--- src/rtl/pe_issue_ctrl_if.sv ---
// rtl/pe_issue_ctrl_if.sv - control, imem, decoder and execute signals of the PE issue sequencer
interface pe_issue_ctrl_if #(
  parameter int ADDR_W = 32
);
  logic              start;
  logic [ADDR_W-1:0] boot_pc;
  logic              halt_req;
  logic              imem_req;
  logic [ADDR_W-1:0] imem_addr;
  logic              imem_rvalid;
  logic [31:0]       imem_rdata;
  logic [31:0]       dec_instr;
  logic              dec_complete;
  logic [6:0]        dec_op;
  logic              ex_valid;
  logic              ex_ready;
  logic [ADDR_W-1:0] ex_pc;
  logic              ex_done;
  logic              ex_redirect;
  logic [ADDR_W-1:0] ex_target;
  logic              busy;
  logic              halted;
  logic [1:0]        err_code;
  logic [31:0]       retired_cnt;
  logic [31:0]       stall_cnt;

  modport master (
    input  start, boot_pc, halt_req, imem_rvalid, imem_rdata, dec_complete, dec_op,
           ex_ready, ex_done, ex_redirect, ex_target,
    output imem_req, imem_addr, dec_instr, ex_valid, ex_pc, busy, halted, err_code,
           retired_cnt, stall_cnt
  );

  modport slave (
    output start, boot_pc, halt_req, imem_rvalid, imem_rdata, dec_complete, dec_op,
           ex_ready, ex_done, ex_redirect, ex_target,
    input  imem_req, imem_addr, dec_instr, ex_valid, ex_pc, busy, halted, err_code,
           retired_cnt, stall_cnt
  );
endinterface

--- src/rtl/pe_issue_ctrl.sv ---
// rtl/pe_issue_ctrl.sv - single-issue fetch/decode/execute sequencer for the RISC-V PE front end
// Optional performance counters are built when ISSUE_PERF_CNT_EN is defined.
module pe_issue_ctrl #(
  parameter int ADDR_W      = 32,
  parameter int DEC_TIMEOUT = 8
) (
  input logic            clk,
  input logic            rst,
  pe_issue_ctrl_if.master bus
);
  localparam int TW = $clog2(DEC_TIMEOUT + 1);

  typedef enum logic [2:0] {
    S_IDLE, S_FETCH, S_DECODE, S_ISSUE, S_WAIT_EX, S_HALT
  } state_e;

  state_e            state_q, state_d;
  logic [ADDR_W-1:0] pc_q, pc_d;
  logic [ADDR_W-1:0] ex_pc_q, ex_pc_d;
  logic [31:0]       instr_q, instr_d;
  logic [1:0]        err_q, err_d;
  logic              halt_flag_q, halt_flag_d;
  logic [TW-1:0]     tmo_q, tmo_d;
  logic              start_ok;

  function automatic logic op_legal(input logic [6:0] op);
    case (op)
      7'b0110011, 7'b0010011, 7'b0000011, 7'b0100011, 7'b1100011,
      7'b1101111, 7'b1100111, 7'b0110111, 7'b0010111: op_legal = 1'b1;
      default:                                          op_legal = 1'b0;
    endcase
  endfunction

  assign start_ok = bus.start && (state_q == S_IDLE || state_q == S_HALT);

  always_ff @(posedge clk or posedge rst) begin
    if (rst) begin
      state_q     <= S_IDLE;
      pc_q        <= '0;
      ex_pc_q     <= '0;
      instr_q     <= '0;
      err_q       <= 2'b00;
      halt_flag_q <= 1'b0;
      tmo_q       <= '0;
    end else begin
      state_q     <= state_d;
      pc_q        <= pc_d;
      ex_pc_q     <= ex_pc_d;
      instr_q     <= instr_d;
      err_q       <= err_d;
      halt_flag_q <= halt_flag_d;
      tmo_q       <= tmo_d;
    end
  end

  always_comb begin
    state_d     = state_q;
    pc_d        = pc_q;
    ex_pc_d     = ex_pc_q;
    instr_d     = instr_q;
    err_d       = err_q;
    tmo_d       = tmo_q;
    halt_flag_d = halt_flag_q | bus.halt_req;
    case (state_q)
      S_IDLE, S_HALT: begin
        if (bus.start) begin
          pc_d    = bus.boot_pc;
          err_d   = 2'b00;
          state_d = S_FETCH;
        end
      end
      S_FETCH: begin
        if (bus.imem_rvalid) begin
          instr_d = bus.imem_rdata;
          tmo_d   = '0;
          state_d = S_DECODE;
        end
      end
      S_DECODE: begin
        if (bus.dec_complete) begin
          if (bus.dec_op == 7'b1110011) begin
            state_d = S_HALT;
          end else if (!op_legal(bus.dec_op)) begin
            err_d   = 2'b01;
            state_d = S_HALT;
          end else begin
            ex_pc_d = pc_q;
            state_d = S_ISSUE;
          end
        end else if (tmo_q == TW'(DEC_TIMEOUT - 1)) begin
          err_d   = 2'b10;
          state_d = S_HALT;
        end else begin
          tmo_d = tmo_q + 1'b1;
        end
      end
      S_ISSUE: begin
        if (bus.ex_ready) state_d = S_WAIT_EX;
      end
      S_WAIT_EX: begin
        if (bus.ex_done) begin
          if (bus.ex_redirect && bus.ex_target[1:0] != 2'b00) begin
            err_d   = 2'b11;
            state_d = S_HALT;
          end else begin
            pc_d    = bus.ex_redirect ? bus.ex_target : pc_q + ADDR_W'(4);
            // a request arriving on the boundary cycle itself still counts
            state_d = (halt_flag_q || bus.halt_req) ? S_HALT : S_FETCH;
          end
        end
      end
      default: state_d = S_IDLE;
    endcase
    if (state_d == S_HALT) halt_flag_d = 1'b0;
  end

  assign bus.imem_req  = (state_q == S_FETCH);
  assign bus.imem_addr = pc_q;
  assign bus.dec_instr = instr_q;
  assign bus.ex_valid  = (state_q == S_ISSUE);
  assign bus.ex_pc     = ex_pc_q;
  assign bus.busy      = (state_q != S_IDLE) && (state_q != S_HALT);
  assign bus.halted    = (state_q == S_HALT);
  assign bus.err_code  = err_q;

`ifdef ISSUE_PERF_CNT_EN
  logic [31:0] retired_q, stall_q;

  always_ff @(posedge clk or posedge rst) begin
    if (rst) begin
      retired_q <= '0;
      stall_q   <= '0;
    end else if (start_ok) begin
      retired_q <= '0;
      stall_q   <= '0;
    end else begin
      if (state_q == S_WAIT_EX && bus.ex_done && retired_q != 32'hFFFF_FFFF)
        retired_q <= retired_q + 32'd1;
      if (((state_q == S_FETCH && !bus.imem_rvalid) ||
           (state_q == S_ISSUE && !bus.ex_ready)) && stall_q != 32'hFFFF_FFFF)
        stall_q <= stall_q + 32'd1;
    end
  end

  assign bus.retired_cnt = retired_q;
  assign bus.stall_cnt   = stall_q;
`else
  logic unused_start_ok;
  assign unused_start_ok = start_ok;
  assign bus.retired_cnt = 32'd0;
  assign bus.stall_cnt   = 32'd0;
`endif
endmodule
--- src/flat_wrapper.sv ---
// flat-port wrapper written by rule: the top's interface ports become plain ports
module pe_issue_ctrl_flat 
#(
  parameter int ADDR_W      = 32,
  parameter int DEC_TIMEOUT = 8
)
  (clk, rst, bus_start, bus_boot_pc, bus_halt_req, bus_imem_rvalid, bus_imem_rdata, bus_dec_complete, bus_dec_op, bus_ex_ready, bus_ex_done, bus_ex_redirect, bus_ex_target, bus_imem_req, bus_imem_addr, bus_dec_instr, bus_ex_valid, bus_ex_pc, bus_busy, bus_halted, bus_err_code, bus_retired_cnt, bus_stall_cnt);
  pe_issue_ctrl_if #(.ADDR_W(ADDR_W)) bus_i ();
  input logic clk;
  input logic rst;
  input wire logic [$bits(bus_i.start)-1:0] bus_start;
  input wire logic [$bits(bus_i.boot_pc)-1:0] bus_boot_pc;
  input wire logic [$bits(bus_i.halt_req)-1:0] bus_halt_req;
  input wire logic [$bits(bus_i.imem_rvalid)-1:0] bus_imem_rvalid;
  input wire logic [$bits(bus_i.imem_rdata)-1:0] bus_imem_rdata;
  input wire logic [$bits(bus_i.dec_complete)-1:0] bus_dec_complete;
  input wire logic [$bits(bus_i.dec_op)-1:0] bus_dec_op;
  input wire logic [$bits(bus_i.ex_ready)-1:0] bus_ex_ready;
  input wire logic [$bits(bus_i.ex_done)-1:0] bus_ex_done;
  input wire logic [$bits(bus_i.ex_redirect)-1:0] bus_ex_redirect;
  input wire logic [$bits(bus_i.ex_target)-1:0] bus_ex_target;
  output wire logic [$bits(bus_i.imem_req)-1:0] bus_imem_req;
  output wire logic [$bits(bus_i.imem_addr)-1:0] bus_imem_addr;
  output wire logic [$bits(bus_i.dec_instr)-1:0] bus_dec_instr;
  output wire logic [$bits(bus_i.ex_valid)-1:0] bus_ex_valid;
  output wire logic [$bits(bus_i.ex_pc)-1:0] bus_ex_pc;
  output wire logic [$bits(bus_i.busy)-1:0] bus_busy;
  output wire logic [$bits(bus_i.halted)-1:0] bus_halted;
  output wire logic [$bits(bus_i.err_code)-1:0] bus_err_code;
  output wire logic [$bits(bus_i.retired_cnt)-1:0] bus_retired_cnt;
  output wire logic [$bits(bus_i.stall_cnt)-1:0] bus_stall_cnt;
  assign bus_i.start = bus_start;
  assign bus_i.boot_pc = bus_boot_pc;
  assign bus_i.halt_req = bus_halt_req;
  assign bus_i.imem_rvalid = bus_imem_rvalid;
  assign bus_i.imem_rdata = bus_imem_rdata;
  assign bus_i.dec_complete = bus_dec_complete;
  assign bus_i.dec_op = bus_dec_op;
  assign bus_i.ex_ready = bus_ex_ready;
  assign bus_i.ex_done = bus_ex_done;
  assign bus_i.ex_redirect = bus_ex_redirect;
  assign bus_i.ex_target = bus_ex_target;
  assign bus_imem_req = bus_i.imem_req;
  assign bus_imem_addr = bus_i.imem_addr;
  assign bus_dec_instr = bus_i.dec_instr;
  assign bus_ex_valid = bus_i.ex_valid;
  assign bus_ex_pc = bus_i.ex_pc;
  assign bus_busy = bus_i.busy;
  assign bus_halted = bus_i.halted;
  assign bus_err_code = bus_i.err_code;
  assign bus_retired_cnt = bus_i.retired_cnt;
  assign bus_stall_cnt = bus_i.stall_cnt;
  pe_issue_ctrl #(.ADDR_W(ADDR_W), .DEC_TIMEOUT(DEC_TIMEOUT)) u_core (.clk(clk), .rst(rst), .bus(bus_i));
endmodule
--- config.mk ---
export PLATFORM = sky130hd
export DESIGN_NAME = pe_issue_ctrl_flat
export DESIGN_NICKNAME = d
export VERILOG_FILES = /design/src/rtl/pe_issue_ctrl_if.sv /design/src/rtl/pe_issue_ctrl.sv /design/src/flat_wrapper.sv
export SDC_FILE = /design/constraint.sdc
export NUM_CORES = 1
export LEC_CHECK = 0
export CAP_MARGIN = 20
export CORE_MARGIN = 2
export CORE_UTILIZATION = 42
export DETAILED_ROUTE_END_ITERATION = 10
export GPL_ROUTABILITY_DRIVEN = 1
export PLACE_DENSITY = 0.81
export SLEW_MARGIN = 20
export SYNTH_ARGS = -nofsm -noshare
export SYNTH_HDL_FRONTEND = slang
export SYNTH_SLANG_ARGS = --single-unit
--- constraint.sdc ---
create_clock -name clk -period 4.3 [get_ports clk]
set_input_delay 0.645 -clock clk [delete_from_list [all_inputs] [get_ports clk]]
set_output_delay 0.645 -clock clk [all_outputs]
set_load 0.005 [all_outputs]
==> impl_metrics.json <==
{
  "fmax_mhz": 356,
  "clock_latency_ns": 0.35,
  "hp-class": "reg2reg",
  "p_per_area_nw_per_um2": 601,
  "synth_top_area_cell": "dfrtp_1",
  "ys_seq_elements": 106,
  "maxCapViolations": 0,
  "swShare": 0.344,
  "cp_data_arrival_time_ns": 3.08,
  "timing.rr.start": "u_core.state_q[2]$_DFF_PP0_",
  "hp-start": "u_core.bus.ex_pc[3]$_DFFE_PP0P_",
  "required_ns": 4.57,
  "slowest_delay_ns": 0.67,
  "final_antenna_net_count": 0,
  "h-tree-depth": 3,
  "vias_per_cell": 5.30,
  "post-route-drc-count": 0,
  "critPathKind": "reg2reg",
  "syn_avg_cell_area_um2": 10.3,
  "crit_chain": "nor3b_4 -> buf_4 -> nand3_2 -> buf_4 -> nand2_1 -> buf_4 -> nand3_1 -> o211ai_1",
  "maxSlewViolCount": 0,
  "cp_max_fo": 23,
  "syn_inst": 589,
  "grt_pass1_wl_um": 26000,
  "drtIter0Drc": 432,
  "period_share": 0.653,
  "tightest_slew_ns": 1.04,
  "grt_usage": 0.221,
  "die_area_um2": 15400,
  "cts_tree": "done",
  "fill_cells": 1196,
  "post-route-cell-area_um2": 8390,
  "die_h_um": 124,
  "synthToLayoutAreaGrowth_pct": 38.8,
  "post_dp_cell_area_um2": 8080,
  "synthArstFlopShare": 1.00,
  "grt_max_degree": 65,
  "core_area_um2": 14000,
  "fin_setup_tns_ns": 0,
  "drive_gt1_frac": 0.132,
  "post-route-min-period_ns": 2.81,
  "clockBufferDepth": 2,
  "critPathLaunchType": "register",
  "wl_um": 16900,
  "setup_viol": 0,
  "power.switching_w": 0.00174,
  "yosys_most_used_dff": "dfrtp_1",
  "synthDistinctLibCells": 65,
  "rows": 43,
  "numCtsBuffers": 9,
  "clkSinkCount": 106,
  "synth_edf_count": 0,
  "crit_slowest_cell": "dfrtp_1",
  "critPathLaunch": "u_core.state_q[2]$_DFF_PP0_",
  "clockPowerShare": 0.169,
  "overflow": 0,
  "syn_area_um2": 6040,
  "crit_top_cell": "buf_4",
  "num_vias": 5129,
  "synth_seq_area_share": 0.439,
  "final_cell_mix": "clkdlybuf4s50_1, dfrtp_1, mux2_2",
  "ir_drop_mv": 0.289,
  "firstDrtPassIters": 6,
  "final_nets": 897,
  "comb_power_share": 0.448,
  "slew-limit-headroom": 0.310,
  "sequentialPowerShare": 0.383,
  "hold_buffers": 0,
  "p_leak_nw": 3.55,
  "yosysWarnings": 0,
  "diodes": 0,
  "skew_ns": 0.0108,
  "wl_per_cell_um": 17.5,
  "cts_setup_buffers": 0,
  "cts_root_buffer": "clkbuf_16",
  "top_level_ports": 278,
  "synth_area_leaders": "dfrtp_1, mux2_2, buf_4",
  "crit_path_end_kind": "register",
  "chipWidth_um": 124,
  "hpwlAfterDp_um": 12100,
  "clk_pin_slew_worst_paths_ns": 0.07,
  "grt_pass1_vias": 4974,
  "status": "finished clean",
  "portBuffers": 213,
  "cts_resized": 0,
  "hold_viol": 0,
  "globalplace.congestion": 0.843,
  "grt_setup_unrepaired": "false",
  "layout_commonest_cell": "clkdlybuf4s50_1",
  "antenna_found_initial": 0,
  "initial_core_util": 0.432,
  "netlist.area_leader.share": 0.439,
  "p_int_w": 0.00330
}
-- metal layers --
metal  track usage  wire (um)  part of all wire
met2         0.361       8360              0.49
met1         0.300       7260              0.43
met3        0.0307        955             0.056
met5             0          0                 0
met4        0.0822        326             0.019
-- cell type report --
cell class                 instances  area (um^2)  share of cell area
clock inverter                     6         65.1             0.00776
clock buffer                      10          239              0.0285
multi-input combinational        439         2980               0.355
tap                              180          225              0.0268
sequential                       106         2650               0.316
timing repair buffer             220         2200               0.262
inverter                           7         28.8             0.00343
-- path summary, 6_finish.rpt --
| check | end | depth (start not counted) | slack, ns |
|---|---|---|---|
| setup / recovery | u_core.bus.imem_addr[7]$_DFFE_PP0P_ | 8 | 1.49 |
| hold / removal | u_core.bus.ex_pc[3]$_DFFE_PP0P_ | 1 | 0.51 |
| setup reg to reg | u_core.bus.imem_addr[7]$_DFFE_PP0P_ | 8 | 1.49 |
| hold reg to reg | u_core.bus.ex_pc[3]$_DFFE_PP0P_ | 1 | 0.51 |
| max in group asynchronous | u_core.bus.ex_pc[20]$_DFFE_PP0P_ | 3 | 2.76 |
| min in group asynchronous | u_core.bus.dec_instr[22]$_DFFE_PP0P_ | 2 | 0.80 |
-- critical path, delay by kind of cell (launching register included) --
kind / cells / cell delay, ns
simple gates: 4 / 1.10
flops: 1 / 0.67
compound gates: 1 / 0.13
buf+inv: 3 / 0.83
-- through the flow --
| step | utilization | worst slack (ns) | hold WS, ns | total power (W) | cells |
|---|---|---|---|---|---|
| 5_1_grt | 0.600 | 1.26 | 0.523 | 0.00539 | 968 |
| 4_1_cts | 0.600 | 1.52 | 0.512 | 0.00508 | 968 |
| 3_5_place_dp | 0.578 | 1.21 | 0.496 | 0.00421 | 952 |
| 6_report | 0.600 | 1.49 | 0.508 | 0.00504 | 968 |
| 2_1_floorplan | - | 0.866 | 0.476 | 0.00298 | 652 |
| 3_3_place_gp | 0.578 | 1.24 | 0.487 | 0.00415 | 952 |
-- sequential cells by signal (all words and copies together) (netlist names) --
signal                cells
u_core.bus.dec_instr     32
u_core.bus.imem_addr     32
u_core.tmo_q              4
u_core.bus.err_code       2
u_core.bus.ex_pc         32
u_core.state_q            3
u_core.halt_flag_q        1
-- Yosys cell counts, types with 10 or more instances --
| cell | n |
|---|---|
| o21ai_0 | 28 |
| buf_2 | 21 |
| mux2i_1 | 10 |
| nand4_1 | 10 |
| xor2_1 | 10 |
| buf_4 | 64 |
| nor2_1 | 32 |
| mux2_2 | 67 |
| nand2_1 | 44 |
| a21oi_1 | 25 |
| o211ai_1 | 11 |
| nand3_1 | 20 |
| dfrtp_1 | 106 |
| clkbuf_1 | 12 |
-- cell families after synthesis --
family,share of synthesized area
flops,0.439
simple gates,0.141
buf+inv,0.111
other cells,0.000621
fa+ha+maj,0.00414
compound gates,0.135
xor+xnor,0.0275
mux,0.141
-- power by group through the flow --
| stage | Clock [W] | Sequential, W | Combinational (W) |
|---|---|---|---|
| floorplan | 0 | 0.00181 | 0.00118 |
| global placement | 0 | 0.00192 | 0.00223 |
| detailed placement | 0 | 0.00194 | 0.00227 |
| CTS | 0.000869 | 0.00193 | 0.00228 |
| global route | 0.000911 | 0.00200 | 0.00247 |
| finish | 0.000852 | 0.00193 | 0.00226 |
Note: power is estimated with default switching activity, not from simulation.
